<file path="src/rtl/fb_update_sched.sv">
// -----------------------------------------------------------------------------
// fb_update_sched
//
// Owns the single port of the RGB888 frame buffer. Two users share it: the TFT
// pixel read path and a bar-graph renderer that draws the HR and SpO2 bars.
// Active-video reads always win the port. Writes go out only while the TFT is
// in blanking, one pixel per cycle, and the write sequencer holds its place
// whenever video is active.
//
// After reset the whole buffer is cleared to BG_COLOR. After that, each ALU
// data strobe causes one redraw: the HR region and then the SpO2 region.
// Every pixel in both regions is rewritten, so a bar that got shorter is
// erased.
//
// Ports
//   i_clk          system clock
//   i_rst_n        asynchronous active-low reset
//   i_hr           heart rate in bpm, unsigned
//   i_spo2         SpO2 in %, unsigned
//   i_ALU_DV       one-cycle strobe; i_hr and i_spo2 are valid
//   i_row_pixel    TFT current row
//   i_col_pixel    TFT current column
//   i_blank        1 = TFT in blanking, so the RAM port is free for writes
//   o_fb_addr      RAM address (registered)
//   o_fb_we        RAM write enable (registered)
//   o_fb_wdata     RAM write data (registered)
//   o_busy         1 whenever a clear or a redraw is in progress
//   o_frame_done   one-cycle pulse when a bar redraw completes
// -----------------------------------------------------------------------------
module fb_update_sched #(
    parameter int          H_ACTIVE   = 800,
    parameter int          V_ACTIVE   = 480,
    parameter int          ADDR_W     = 19,
    parameter logic [23:0] BG_COLOR   = 24'h000000,
    parameter logic [23:0] HR_COLOR   = 24'hFF0000,
    parameter logic [23:0] SPO2_COLOR = 24'h0000FF,
    parameter int          BAR_COL0   = 100,
    parameter int          HR_ROW0    = 100,
    parameter int          SPO2_ROW0  = 300,
    parameter int          BAR_H      = 40,
    parameter int          HR_SCALE   = 2,
    parameter int          SPO2_SCALE = 5
) (
    input  logic              i_clk,
    input  logic              i_rst_n,
    input  logic [7:0]        i_hr,
    input  logic [7:0]        i_spo2,
    input  logic              i_ALU_DV,
    input  logic [15:0]       i_row_pixel,
    input  logic [15:0]       i_col_pixel,
    input  logic              i_blank,
    output logic [ADDR_W-1:0] o_fb_addr,
    output logic              o_fb_we,
    output logic [23:0]       o_fb_wdata,
    output logic              o_busy,
    output logic              o_frame_done
);

    typedef enum logic [1:0] {
        ST_INIT_CLEAR,
        ST_IDLE,
        ST_DRAW_HR,
        ST_DRAW_SPO2
    } state_t;

    localparam logic [ADDR_W-1:0] LAST_PIXEL = ADDR_W'(H_ACTIVE * V_ACTIVE - 1);
    localparam logic [ADDR_W-1:0] HR_START   = ADDR_W'(HR_ROW0 * H_ACTIVE + BAR_COL0);
    localparam logic [ADDR_W-1:0] SPO2_START = ADDR_W'(SPO2_ROW0 * H_ACTIVE + BAR_COL0);
    // From the last column of one row to BAR_COL0 of the next row.
    localparam logic [ADDR_W-1:0] ROW_SKIP   = ADDR_W'(BAR_COL0 + 1);
    localparam logic [15:0]       BAR_MAX    = 16'(H_ACTIVE - BAR_COL0);
    localparam logic [15:0]       COL_FIRST  = 16'(BAR_COL0);
    localparam logic [15:0]       COL_LAST   = 16'(H_ACTIVE - 1);
    localparam logic [15:0]       ROW_LAST   = 16'(BAR_H - 1);

    state_t            state_q, state_d;
    logic [ADDR_W-1:0] wr_addr_q;
    logic [15:0]       col_q;       // absolute column inside a bar region
    logic [15:0]       row_q;       // row offset inside a bar region
    logic              pend_valid_q;
    logic [7:0]        pend_hr_q, pend_spo2_q;
    logic [7:0]        act_hr_q, act_spo2_q;

    logic [15:0]       hr_raw, spo2_raw, len_hr, len_spo2, col_off;
    logic [ADDR_W-1:0] rd_addr;
    logic              row_end, issue, last_write, load_pass, done_d;
    logic [23:0]       pix_color;

    // Bar lengths. They are clamped so that a bar never runs past the last
    // column of the screen.
    assign hr_raw   = 16'(act_hr_q) * 16'(HR_SCALE);
    assign spo2_raw = 16'(act_spo2_q) * 16'(SPO2_SCALE);
    assign len_hr   = (hr_raw > BAR_MAX) ? BAR_MAX : hr_raw;
    assign len_spo2 = (spo2_raw > BAR_MAX) ? BAR_MAX : spo2_raw;
    assign col_off  = col_q - COL_FIRST;
    assign row_end  = (col_q == COL_LAST);
    assign rd_addr  = ADDR_W'(i_row_pixel) * ADDR_W'(H_ACTIVE) + ADDR_W'(i_col_pixel);
    assign o_busy   = (state_q != ST_IDLE);

    // NOTE: every signal assigned in this block gets a default first, so no
    // path through the case statement can leave one unassigned and infer a latch.
    always_comb begin
        state_d    = state_q;
        issue      = 1'b0;
        last_write = 1'b0;
        load_pass  = 1'b0;
        done_d     = 1'b0;
        pix_color  = BG_COLOR;
        case (state_q)
            ST_INIT_CLEAR: begin
                issue      = i_blank;
                last_write = (wr_addr_q == LAST_PIXEL);
                if (issue && last_write) state_d = ST_IDLE;
            end
            ST_IDLE: begin
                if (pend_valid_q) begin
                    load_pass = 1'b1;
                    state_d   = ST_DRAW_HR;
                end
            end
            ST_DRAW_HR: begin
                issue      = i_blank;
                last_write = row_end && (row_q == ROW_LAST);
                if (col_off < len_hr) pix_color = HR_COLOR;
                if (issue && last_write) state_d = ST_DRAW_SPO2;
            end
            ST_DRAW_SPO2: begin
                issue      = i_blank;
                last_write = row_end && (row_q == ROW_LAST);
                if (col_off < len_spo2) pix_color = SPO2_COLOR;
                if (issue && last_write) begin
                    done_d  = 1'b1;
                    state_d = ST_IDLE;
                end
            end
            default: state_d = ST_INIT_CLEAR;
        endcase
    end

    // NOTE: sequential state uses non-blocking assignments only. All registers
    // then update together from the values they held before the clock edge.
    always_ff @(posedge i_clk or negedge i_rst_n) begin
        if (!i_rst_n) state_q <= ST_INIT_CLEAR;
        else          state_q <= state_d;
    end

    always_ff @(posedge i_clk or negedge i_rst_n) begin
        if (!i_rst_n) begin
            wr_addr_q    <= '0;
            col_q        <= '0;
            row_q        <= '0;
            pend_valid_q <= 1'b0;
            pend_hr_q    <= '0;
            pend_spo2_q  <= '0;
            act_hr_q     <= '0;
            act_spo2_q   <= '0;
            o_fb_addr    <= '0;
            o_fb_we      <= 1'b0;
            o_fb_wdata   <= '0;
            o_frame_done <= 1'b0;
        end else begin
            // Capture the ALU data. A later strobe overwrites the values. A
            // strobe in the same cycle as the IDLE hand-off keeps pending set.
            if (i_ALU_DV) begin
                pend_hr_q    <= i_hr;
                pend_spo2_q  <= i_spo2;
                pend_valid_q <= 1'b1;
            end else if (load_pass) begin
                pend_valid_q <= 1'b0;
            end

            // Write sequencer. It advances only when a write is actually
            // issued, so active video stalls it in place.
            if (load_pass) begin
                act_hr_q   <= pend_hr_q;
                act_spo2_q <= pend_spo2_q;
                wr_addr_q  <= HR_START;
                col_q      <= COL_FIRST;
                row_q      <= '0;
            end else if (issue) begin
                if (last_write) begin
                    // Only the HR->SpO2 hand-off needs this. After a clear or
                    // a SpO2 pass, IDLE reloads the counters before they are used.
                    wr_addr_q <= SPO2_START;
                    col_q     <= COL_FIRST;
                    row_q     <= '0;
                end else if (state_q == ST_INIT_CLEAR || !row_end) begin
                    wr_addr_q <= wr_addr_q + 1'b1;
                    col_q     <= col_q + 1'b1;
                end else begin
                    wr_addr_q <= wr_addr_q + ROW_SKIP;
                    col_q     <= COL_FIRST;
                    row_q     <= row_q + 1'b1;
                end
            end

            // Port mux. Address, data and write enable for a scheduled write
            // all appear together one cycle later. Otherwise the port follows
            // the TFT read address.
            if (issue) begin
                o_fb_addr  <= wr_addr_q;
                o_fb_we    <= 1'b1;
                o_fb_wdata <= pix_color;
            end else begin
                o_fb_addr  <= rd_addr;
                o_fb_we    <= 1'b0;
            end
            o_frame_done <= done_d;
        end
    end

endmodule

</file>
<file path="config.mk">
export PLATFORM = sky130hd
export DESIGN_NAME = fb_update_sched
export DESIGN_NICKNAME = d
export VERILOG_FILES = /design/src/rtl/fb_update_sched.sv
export SDC_FILE = /design/constraint.sdc
export NUM_CORES = 1
export LEC_CHECK = 0
export CAP_MARGIN = 10
export CORE_MARGIN = 4
export CORE_UTILIZATION = 40
export CTS_BUF_LIST = sky130_fd_sc_hd__clkbuf_4
export CTS_CLUSTER_DIAMETER = 100
export DETAILED_ROUTE_END_ITERATION = 10
export GPL_TIMING_DRIVEN = 0
export MAX_ROUTING_LAYER = met4
export PLACE_DENSITY_LB_ADDON = 0.15
export SETUP_SLACK_MARGIN = 0.2
export SYNTH_ARGS = -nofsm -noshare
export SYNTH_HDL_FRONTEND = slang
export SYNTH_SLANG_ARGS = --single-unit
</file>
<file path="constraint.sdc">
create_clock -name i_clk -period 5.44 [get_ports i_clk]
set_clock_uncertainty 0.1 [all_clocks]
set_input_delay 0.544 -clock i_clk [delete_from_list [all_inputs] [get_ports i_clk]]
set_output_delay 0.544 -clock i_clk [all_outputs]
set_load 0.05 [all_outputs]
</file>
Word-level counts from Yosys, hierarchy flattened
Index checks and enable logic that the tools add are counted.

word-level totals
  latch bits = 0
  output and inout port bits = 46
  memories kept = 0
  flip-flop bits (word level) = 131
  logic and storage cells = 81
  bits in writable memories = 0
  bits in read-only memories = 0
  bits of input ports = 52

operators by class
  shift-type cells = 0
  bitwise operators = 0
  $lt $le $gt $ge = 4
  mux-type cells = 32
  add/subtract/negate cells = 6
  equality and inequality tests = 12
  div/mod/pow operators = 0
  $mul = 2
  reductions and logical operators = 12

operator list
  operator               number
  $mux 16                8
  $mux 19                5
  $pmux 24 s2            1
  $add 16x1->16 const B  2
  $mux 24                1
  $add 19x1->19 const B  1
  $add 19x16->19         1
  $add 19x7->19 const B  1
  $eq 19x19->1 const B   1
  $eq 16x10->1 const B   1
  $eq 16x6->1 const B    1
  $lt 16x10->1           1
  $lt 16x11->1           1
  $mul 16x5->14 const B  1
  $sub 16x7->16 const B  1
  $gt 11x10->1 const B   1
  $mul 8x3->11 const B   1
  $mux 11                1
  $gt 9x10->1 const B    1
  $mux 10                1
  $mux 1                 8
  $mux 2                 4
  $mux 8                 1
  $ne 2x2->1 const B     4
  15 further kinds       19

Longest topological paths before layout
  depth after elaboration = 7
  gate-level depth with buffers = 18
  depth with buffers taken out = 18

Worst setup path after synthesis
No wires, ideal clock.

  kind = in2reg
  from = in i_row_pixel[2]
  to = reg o_fb_addr[17]
  cell stages on the path = 18
  data arrival time = 3.619 ns
  setup slack = 1.584 ns
  library setup time = 0.137 ns
  data required time = 5.203 ns
  path buffers = 0
  path through = ha_1 ha_1 inv_1 fa_1 inv_1 ha_1 nor2b_1 o2111ai_1 nand2_1 nor2_1 xnor2_1 ha_1 nand3_1 nand2_1 a41o_1 o21ai_0 xnor2_1 a21oi_1

between the ends
  longest elaborated chain between the ends = 3

RTL lines
  item                  line  RTL
  from (decl)           49    input logic [15:0] i_row_pixel,
  $mul 16x5->14         97    assign rd_addr = ADDR_W'(i_row_pixel) * ADDR_W'(H_ACTIVE) + ADDR_W'(i_col_pixel);
  $add 19x16->19        97
  $mux 19               200   if (issue) begin
  to (signal assigned)  201   o_fb_addr <= wr_addr_q;
  to (signal assigned)  205   o_fb_addr <= rd_addr;
  to (decl)             52    output logic [ADDR_W-1:0] o_fb_addr,

Every way passes these cells.
A chain may end at the register's enable or synchronous reset.

Final worst setup path
  from = reg act_spo2_q[1]
  to = reg o_fb_wdata[7]

between the ends
  longest elaborated chain between the ends = 6

RTL lines
  item                    line  RTL
  from (decl)             82    logic [7:0] act_hr_q, act_spo2_q;
  from (signal assigned)  176   act_spo2_q <= pend_spo2_q;
  $mul 8x3->11 *          92    assign spo2_raw = 16'(act_spo2_q) * 16'(SPO2_SCALE);
  $gt 11x10->1            94    assign len_spo2 = (spo2_raw > BAR_MAX) ? BAR_MAX : spo2_raw;
  $mux 11 *               94
  $lt 16x11->1 *          130   if (col_off < len_spo2) pix_color = SPO2_COLOR;
  $mux 8 *                130
  $pmux 24 s2 *           109   case (state_q)
  to (signal assigned)    203   o_fb_wdata <= pix_color;
  to (decl)               54    output logic [23:0] o_fb_wdata,

Mark *: on every way between the ends. The rest lies on a longest branch, timed or not.

==> metrics.json <==
{
  "status": {"value": "complete, no violations"},
  "worst_setup_end_kind": {"value": "register"},
  "yosysWarningCount": {"value": 0},
  "setup_repair_after_global_routing_missed_its_margin": {"value": "false"},
  "placement.cell_area": {"value": 8870, "unit": "um^2"},
  "synthMostInstantiatedCell": {"value": "sky130_fd_sc_hd__nand2_1"},
  "cell_type_contributing_the_most_total_cell_area_after_synthesis": {"value": "sky130_fd_sc_hd__dfrtp_1"},
  "route.vias.total": {"value": 6206},
  "worst-path-max-fanout": {"value": 4},
  "grt.overflow.total": {"value": 0},
  "synth.lib_cells_used.distinct": {"value": 66},
  "mappedNetlistArea": {"value": 7670, "unit": "um^2"},
  "worstSetupPathType": {"value": "reg2reg"},
  "hold_path.class": {"value": "reg2reg"},
  "cts_tree": {"value": "done"},
  "detail_route.drc_violations": {"value": 0},
  "ant_nets": {"value": 0},
  "io_buffers": {"value": 86},
  "post-route-cell-area": {"value": 9060, "unit": "um^2"},
  "setup_viol_count_final": {"value": 0},
  "yosysTopAreaCellShare": {"value": 35.6, "unit": "%"},
  "required": {"value": 5.75, "unit": "ns"},
  "crit_arrival": {"value": 4.46, "unit": "ns"},
  "leakagePower": {"value": 4.24, "unit": "nW"},
  "clock_latency_reported_for_the_late_side_of_the_worst_skew_pair": {"value": 0.51, "unit": "ns"},
  "ioPinCount": {"value": 98},
  "final_max_slew_viol_count": {"value": 0},
  "clock_sink_count": {"value": 109},
  "critical-path-top-cell-by-count": {"value": "sky130_fd_sc_hd__ha_1"},
  "grt_max_degree": {"value": 65},
  "fin_crit_sh": {"value": 76.3, "unit": "%"},
  "yosys-top-cells-count": {"value": "sky130_fd_sc_hd__nand2_1 (110), sky130_fd_sc_hd__dfrtp_1 (109), sky130_fd_sc_hd__ha_1 (82)"},
  "preCtsSetupSlack": {"value": 0.804, "unit": "ns"},
  "placementRows": {"value": 50},
  "met2_global_route_usage": {"value": 29.7, "unit": "%"},
  "max_slew_margin": {"value": 51.0, "unit": "%"},
  "critical_path_buf_inv_count": {"value": 0},
  "finalCriticalPeriod": {"value": 4.15, "unit": "ns"},
  "post_synth_inst_count": {"value": 847},
  "synth_ff_type": {"value": "sky130_fd_sc_hd__dfrtp_1"},
  "synth-async-reset-ratio": {"value": 100, "unit": "%"},
  "worst_slack": {"value": 1.29, "unit": "ns"},
  "slowest_stage": {"value": "sky130_fd_sc_hd__dfrtp_1"},
  "cp_cell_sequence": {"value": "ha_1 -> ha_1 -> fa_1 -> a21oi_1 -> o21bai_1 -> a2111o_1 -> o311ai_0 -> o21a_1 -> or2_2 -> nor2_1 -> ha_1 -> nor4b_1 -> nand2_1 -> o31a_1 -> a211oi_1"},
  "globalRouteTotalUtil": {"value": 18.1, "unit": "%"},
  "wire_length_of_the_first_global_routing_pass": {"value": 30.8, "unit": "mm"},
  "floorplan.core_area": {"value": 18800, "unit": "um^2"},
  "initial_core_util": {"value": 40.8, "unit": "%"},
  "met1_usage": {"value": 23.0, "unit": "%"},
  "via_count_of_the_first_global_routing_pass": {"value": 6207},
  "worst_setup_hold_path_clk_slew": {"value": 0.18, "unit": "ns"},
  "htree_num_levels": {"value": 3},
  "drt-total-wl": {"value": 18.5, "unit": "mm"},
  "placed_cells_incl_taps": {"value": 1175},
  "cts-resized-gates": {"value": 0},
  "die-area": {"value": 21400, "unit": "um^2"},
  "drv_cap": {"value": 0},
  "clock_path_buffers": {"value": 2},
  "cts_buffers": {"value": 9},
  "synth_enable_flop_cells": {"value": 0},
  "instances_no_fill": {"value": 1193},
  "grt_busiest_layer": {"value": "met2"},
  "clock-root-buffer": {"value": "sky130_fd_sc_hd__clkbuf_4"},
  "post_drt_wl_per_cell": {"value": 15.5, "unit": "um"},
  "timing_worst_slew_pin_value": {"value": 0.732, "unit": "ns"},
  "antenna_violations_before_repair": {"value": 1},
  "syn-mean-instance-area": {"value": 9.05, "unit": "um^2"},
  "yosys_register_bits": {"value": 109},
  "drive_gt1_share": {"value": 7.93, "unit": "%"},
  "final-hold-violation-count": {"value": 0},
  "synth_top_cells_by_area": {"value": "sky130_fd_sc_hd__dfrtp_1 (36%), sky130_fd_sc_hd__ha_1 (13%), sky130_fd_sc_hd__nand2_1 (5.4%), sky130_fd_sc_hd__xnor2_1 (3.8%), sky130_fd_sc_hd__o21ai_0 (3.4%)"},
  "powerDensity": {"value": 476, "unit": "nW/um^2"},
  "final_nets": {"value": 1097},
  "vertical_extent_of_the_die": {"value": 146, "unit": "um"},
  "drt_first_pass_iters": {"value": 4},
  "global_route.usage.met3": {"value": 3.88, "unit": "%"},
  "viasPerCell": {"value": 5.20},
  "critical_path.startpoint_type": {"value": "register"},
  "max-vdd-ir-drop": {"value": 0.361, "unit": "mV"},
  "maxClockFrequency": {"value": 241, "unit": "MHz"},
  "final_core_utilization": {"value": 48.3, "unit": "%"},
  "crit_path_max_incr_delay": {"value": 0.47, "unit": "ns"},
  "fin_total_pwr": {"value": 4.31, "unit": "mW"},
  "hpwlAfterDp": {"value": 14.4, "unit": "mm"},
  "place.gp.congestion": {"value": 0.838},
  "synth_sequential_area_ratio": {"value": 35.6, "unit": "%"},
  "drt_iter0_markers": {"value": 255},
  "syn_to_final_growth": {"value": 18.2, "unit": "%"},
  "die_width": {"value": 146, "unit": "um"},
  "kind_of_cell_adding_the_most_delay_to_the_critical_path": {"value": "compound AO/OA/AOI/OAI gates"},
  "num-fill-cells": {"value": 1866}
}
==> cells in the final DEF (no fill, tap or decap), types with 4 or more instances in the layout <==
master / Yosys / final
sky130_fd_sc_hd__fa_1: 10 / 10
sky130_fd_sc_hd__inv_1: 67 / 67
sky130_fd_sc_hd__buf_2: 4 / 4
sky130_fd_sc_hd__and2_1: 5 / 5
sky130_fd_sc_hd__o211ai_1: 9 / 9
sky130_fd_sc_hd__nor2b_1: 5 / 5
sky130_fd_sc_hd__nand3_1: 25 / 25
sky130_fd_sc_hd__nor2_1: 61 / 61
sky130_fd_sc_hd__or3_1: 7 / 7
sky130_fd_sc_hd__nor3_1: 19 / 19
sky130_fd_sc_hd__ha_1: 82 / 82
sky130_fd_sc_hd__xor2_1: 22 / 22
sky130_fd_sc_hd__and4_1: 4 / 4
sky130_fd_sc_hd__nand2_1: 110 / 110
sky130_fd_sc_hd__nand2b_1: 9 / 9
sky130_fd_sc_hd__buf_4: 23 / 23
sky130_fd_sc_hd__xnor2_1: 33 / 33
sky130_fd_sc_hd__o31ai_1: 9 / 9
sky130_fd_sc_hd__mux2_2: 16 / 16
sky130_fd_sc_hd__clkdlybuf4s50_1: 0 / 85
sky130_fd_sc_hd__a21oi_1: 36 / 36
sky130_fd_sc_hd__nor4_1: 5 / 5
sky130_fd_sc_hd__a31oi_1: 6 / 6
sky130_fd_sc_hd__a211oi_1: 4 / 4
sky130_fd_sc_hd__o2111ai_1: 7 / 7
sky130_fd_sc_hd__nand4_1: 9 / 9
sky130_fd_sc_hd__and3_1: 14 / 14
sky130_fd_sc_hd__clkbuf_4: 0 / 9
sky130_fd_sc_hd__o21ai_0: 52 / 52
sky130_fd_sc_hd__conb_1: 2 / 9
sky130_fd_sc_hd__buf_6: 3 / 4
sky130_fd_sc_hd__a21o_1: 14 / 14
sky130_fd_sc_hd__dfrtp_1: 109 / 109
sky130_fd_sc_hd__clkbuf_1: 13 / 13
==> layout make-up <==
class                      count  area (um^2)  share of cell area, %
antenna                        1         2.50                 0.0276
buffer                        44          279                   3.08
clock buffer                   9         67.6                  0.746
clock inverter                 7          106                   1.17
inverter                      68          255                   2.82
multi-input combinational    633         4430                   48.9
sequential                   109         2730                   30.1
tap                          234          293                   3.23
timing repair buffer          88          900                   9.93
==> metal layers <==
| layer | vias up | wire (um) |
|---|---|---|
| li1 | 3126 | - |
| met5 | - | 0 |
| met2 | 138 | 8840 |
| met4 | 0 | 309 |
| met1 | 2924 | 8530 |
| met3 | 18 | 851 |
==> report_power, final <==
part	leakage (nW)	switching, mW	internal, mW
clock network	0.0930	0.300	0.194
registers	1.35	0.146	0.991
logic	2.80	1.64	1.04
==> worst register-to-register path: stages (launching register included) <==
cell	delay, ns
sky130_fd_sc_hd__dfrtp_1	0.47
sky130_fd_sc_hd__ha_1	0.32
sky130_fd_sc_hd__ha_1	0.22
sky130_fd_sc_hd__fa_1	0.41
sky130_fd_sc_hd__a21oi_1	0.17
sky130_fd_sc_hd__o21bai_1	0.13
sky130_fd_sc_hd__a2111o_1	0.43
sky130_fd_sc_hd__o311ai_0	0.16
sky130_fd_sc_hd__o21a_1	0.24
sky130_fd_sc_hd__or2_2	0.15
sky130_fd_sc_hd__nor2_1	0.05
sky130_fd_sc_hd__ha_1	0.20
sky130_fd_sc_hd__nor4b_1	0.38
sky130_fd_sc_hd__nand2_1	0.10
sky130_fd_sc_hd__o31a_1	0.27
sky130_fd_sc_hd__a211oi_1	0.24
==> flip-flops by register name, indices dropped and copies added, names as in the netlist <==
| register | flops |
|---|---|
| row_q | 16 |
| o_frame_done | 1 |
| pend_spo2_q | 8 |
| act_hr_q | 8 |
| o_fb_we | 1 |
| pend_valid_q | 1 |
| pend_hr_q | 8 |
| wr_addr_q | 19 |
| o_fb_wdata | 2 |
| o_fb_addr | 19 |
| state_q | 2 |
| col_q | 16 |
| act_spo2_q | 8 |
==> path summary, 6_finish.rpt <==
| kind | slack, ns | cells after the start | to | start |
|---|---|---|---|---|
| min reg2reg | 0.40 | 2 | act_spo2_q[0] | pend_spo2_q[0] |
| min | 0.40 | 2 | act_spo2_q[0] | pend_spo2_q[0] |
| max in group asynchronous | 4.15 | 3 | act_hr_q[6] | i_rst_n |
| max reg2reg | 1.29 | 15 | o_fb_wdata[7] | act_spo2_q[1] |
| min in group asynchronous | 0.41 | 2 | col_q[12] | i_rst_n |
| max | 1.29 | 15 | o_fb_wdata[7] | act_spo2_q[1] |
==> cell families (layout without fill, tap and decap cells) <==
family / Yosys count / after routing / synth area share [%]
AO/OA/AOI/OAI: 165 / 165 / 13.8
XOR/XNOR: 55 / 55 / 6.28
adder cells (fa/ha/maj): 92 / 92 / 16.0
buffers and inverters: 112 / 216 / 6.97
flip-flops: 109 / 109 / 35.6
multiplexers: 16 / 16 / 2.35
other: 2 / 10 / 0.0980
AND/OR/NAND/NOR: 296 / 296 / 18.9
==> metrics by stage <==
step           setup TNS (ns)  hold WS [ns]
2_1_floorplan               0         0.148
3_3_place_gp           -68.94         0.355
3_5_place_dp                0         0.359
4_1_cts                     0         0.381
5_1_grt                     0         0.389
6_report                    0         0.398
==> repair_timing <==
| item | 4_1_cts | 5_1_grt |
|---|---|---|
| hold buffers | 1 | 0 |
| buffers inserted | 0 | 0 |
| endpoints found under the hold margin | 45 | 0 |
Power figures use the tool's default switching activity.
==> patch (config.mk and constraints unchanged) <==
The parameter `ADDR_W` goes from 19 to 27.
--- a/src/rtl/fb_update_sched.sv
+++ b/src/rtl/fb_update_sched.sv
@@ -32,3 +32,3 @@
     parameter int          V_ACTIVE   = 480,
-    parameter int          ADDR_W     = 19,
+    parameter int          ADDR_W     = 27,
     parameter logic [23:0] BG_COLOR   = 24'h000000,
Interface: changed (resized o_fb_addr); port bits go from 98 to 106. No check against the original RTL was run, so the function may have changed too.
==> patch against the original RTL <==
Sequential cell count up 16; first-iteration DRC count up 40%; critical endpoint is now o_fb_addr[24]$_DFF_PN0_; global-route usage shrank 0.15 points; largest cell class unchanged; cell area rose by 20%; critical path type is now in2reg; die area grew 19%; total power up 14%; routed wire length is 19% higher; worst setup slack got worse by 0.71 ns; sequential power is 12% higher; area after synthesis rose by 20%.
==> patch: results (changes against the original RTL) <==
status=completed (unchanged); DR WL met2=11030 microns (was 8839 microns); final hold slack=0.3762 ns (was 0.3985 ns); Net Sw Power=0.002415 W (was 0.002086 W); leakage power=5.100 nW (was 4.237 nW); relative slew slack=40.88% (was 51.01%); Worst Reg-to-Reg Cells=16 (was 15); final hold violations=0 (unchanged); Total Nets Final=1336 (was 1097); top cells by area, synth=dfrtp_1, ha_1, nand2_1, o21ai_0, inv_1 (was dfrtp_1, ha_1, nand2_1, xnor2_1, o21ai_0); max incr delay on CP=0.50 ns (was 0.47 ns); crit path max fanout=5 (was 4); HPWL Detailed=17340 microns (was 14350 microns); cts repair resizes=0 (unchanged); Top Metal Used=met4 (unchanged); total CTS buffers=17 (was 9); routed vias=7622 (was 6206); Critical Path Source=i_row_pixel[2] (was act_spo2_q[1]$_DFFE_PN0P_); Synth Flop Type=dfrtp_1 (unchanged); peak supply drop=192.0 uV (was 360.6 uV); total global-route track usage=17.97% (was 18.12%); r2r endpoint=o_fb_wdata[7]$_DFFE_PN0P_ (unchanged); asr flop ratio synth=100.0% (unchanged); WL met1=10110 microns (was 8528 microns); first-pass GRT wire length=36880 microns (was 30850 microns); largest net degree at the start of global routing=78 (was 65); initial antenna violation count=1 (unchanged); pwr dens=453.0 mW/mm^2 (was 475.8 mW/mm^2); FILL cells=2236 (was 1866); Root Buffer=clkbuf_4 (unchanged); routability cong.=0.8668 (was 0.8378); vias in the first global route=7527 (was 6207); clk buf depth=2 (unchanged); met3 WL=605 microns (was 851 microns); YS warnings=0 (unchanged); DR iter-0 viols=358 (was 255); count of buffers from port buffering=96 (was 86); CP arrival=5.21 ns (was 4.46 ns); post-synth cell types=72 (was 66); CTS clk-pin slew, worst paths=0.12 ns (was 0.18 ns); Comb group=0.00302 W (was 0.00268 W); share of cells above drive strength 1=7.549% (was 7.933%); Clock Latency Late Sink=0.54 ns (was 0.51 ns); Hold Path Depth=2 (unchanged); Worst Hold Class=reg2reg (unchanged); Largest regs=o_fb_addr (27), wr_addr_q (27) (was o_fb_addr (19), wr_addr_q (19)); Worst Hold Path EP=act_spo2_q[5]$_DFFE_PN0P_ (was act_spo2_q[0]$_DFFE_PN0P_); Worst path slowest cell=fa_1 (was dfrtp_1); wire per inst=15.08 microns (was 15.53 microns); H-tree levels=4 (was 3); post-CTS setup buffers=0 (unchanged); DR pass1 iterations=5 (was 4); register-to-register setup slack=1.18 ns (was 1.29 ns); Seq/Total Area, Yosys=33.96% (was 35.58%); Top delay family on crit path=adder cells (was compound AO/OA/AOI/OAI gates); Synth top cells by count=nand2_1, dfrtp_1, ha_1 (unchanged); Setup WS pre-CTS=-0.05011 ns (was 0.8042 ns); Hold Path Origin=pend_spo2_q[5]$_DFFE_PN0P_ (was pend_spo2_q[0]$_DFFE_PN0P_); clock network power=0.000620 W (was 0.000494 W)
==> patch: stage by stage <==
step | cell area [sq um] | cells
global placement | 10560 | 1430
CTS | 10860 | 1464
floorplan | 9238 | 1049
detailed placement | 10580 | 1431
global route | 10860 | 1465
finish | 10860 | 1465
==> patch: worst max-delay path by stage <==
stage	to	slack [ns]	cells past startpoint
2_1_floorplan	o_fb_addr[24]$_DFF_PN0_	1.11	17
3_3_place_gp	act_spo2_q[7]$_DFFE_PN0P_	-1.49	1
3_5_place_dp	o_fb_addr[24]$_DFF_PN0_	-0.05	18
4_1_cts	o_fb_addr[24]$_DFF_PN0_	0.54	18
5_1_grt	o_fb_addr[24]$_DFF_PN0_	0.21	18
6_report	o_fb_addr[24]$_DFF_PN0_	0.58	18
==> patch: tightest hold or removal path, stage by stage (launching register included) <==
cell	delay [ns]
dfrtp_1	0.36
nand2_1	0.05
nand2_1	0.05
==> patch: area by class of cell <==
type	count	area share (%)
inverter	90	3.110
buffer	52	2.695
multi-input combinational	782	50.43
sequential	125	28.79
tap	285	3.282
timing repair buffer	98	9.202
clock inverter	15	1.290
antenna	1	0.02303
clock buffer	17	1.175
==> patch: kinds of logic (layout without fill, tap and decap cells) <==
group,Yosys count,after routing,share of synthesized area (%)
AO/OA/AOI/OAI,213,213,14.79
XOR/XNOR,65,65,6.180
adder cells (fa/ha/maj),118,118,17.09
buffers and inverters,142,272,6.846
flip-flops,125,125,33.96
multiplexers,17,17,2.065
other,2,10,0.08153
AND/OR/NAND/NOR,360,360,18.99
==> patch: repair_timing <==
action,in CTS,in global routing
setup endpoints to repair,0,0
hold buffers,1,0
endpoints found under the hold margin,48,0
==> patch: per-layer routing <==
metal	track usage, %	vias up
met5	-	-
met4	4.694	0
met3	2.710	24
met2	30.77	132
met1	22.33	3611
li1	-	3855
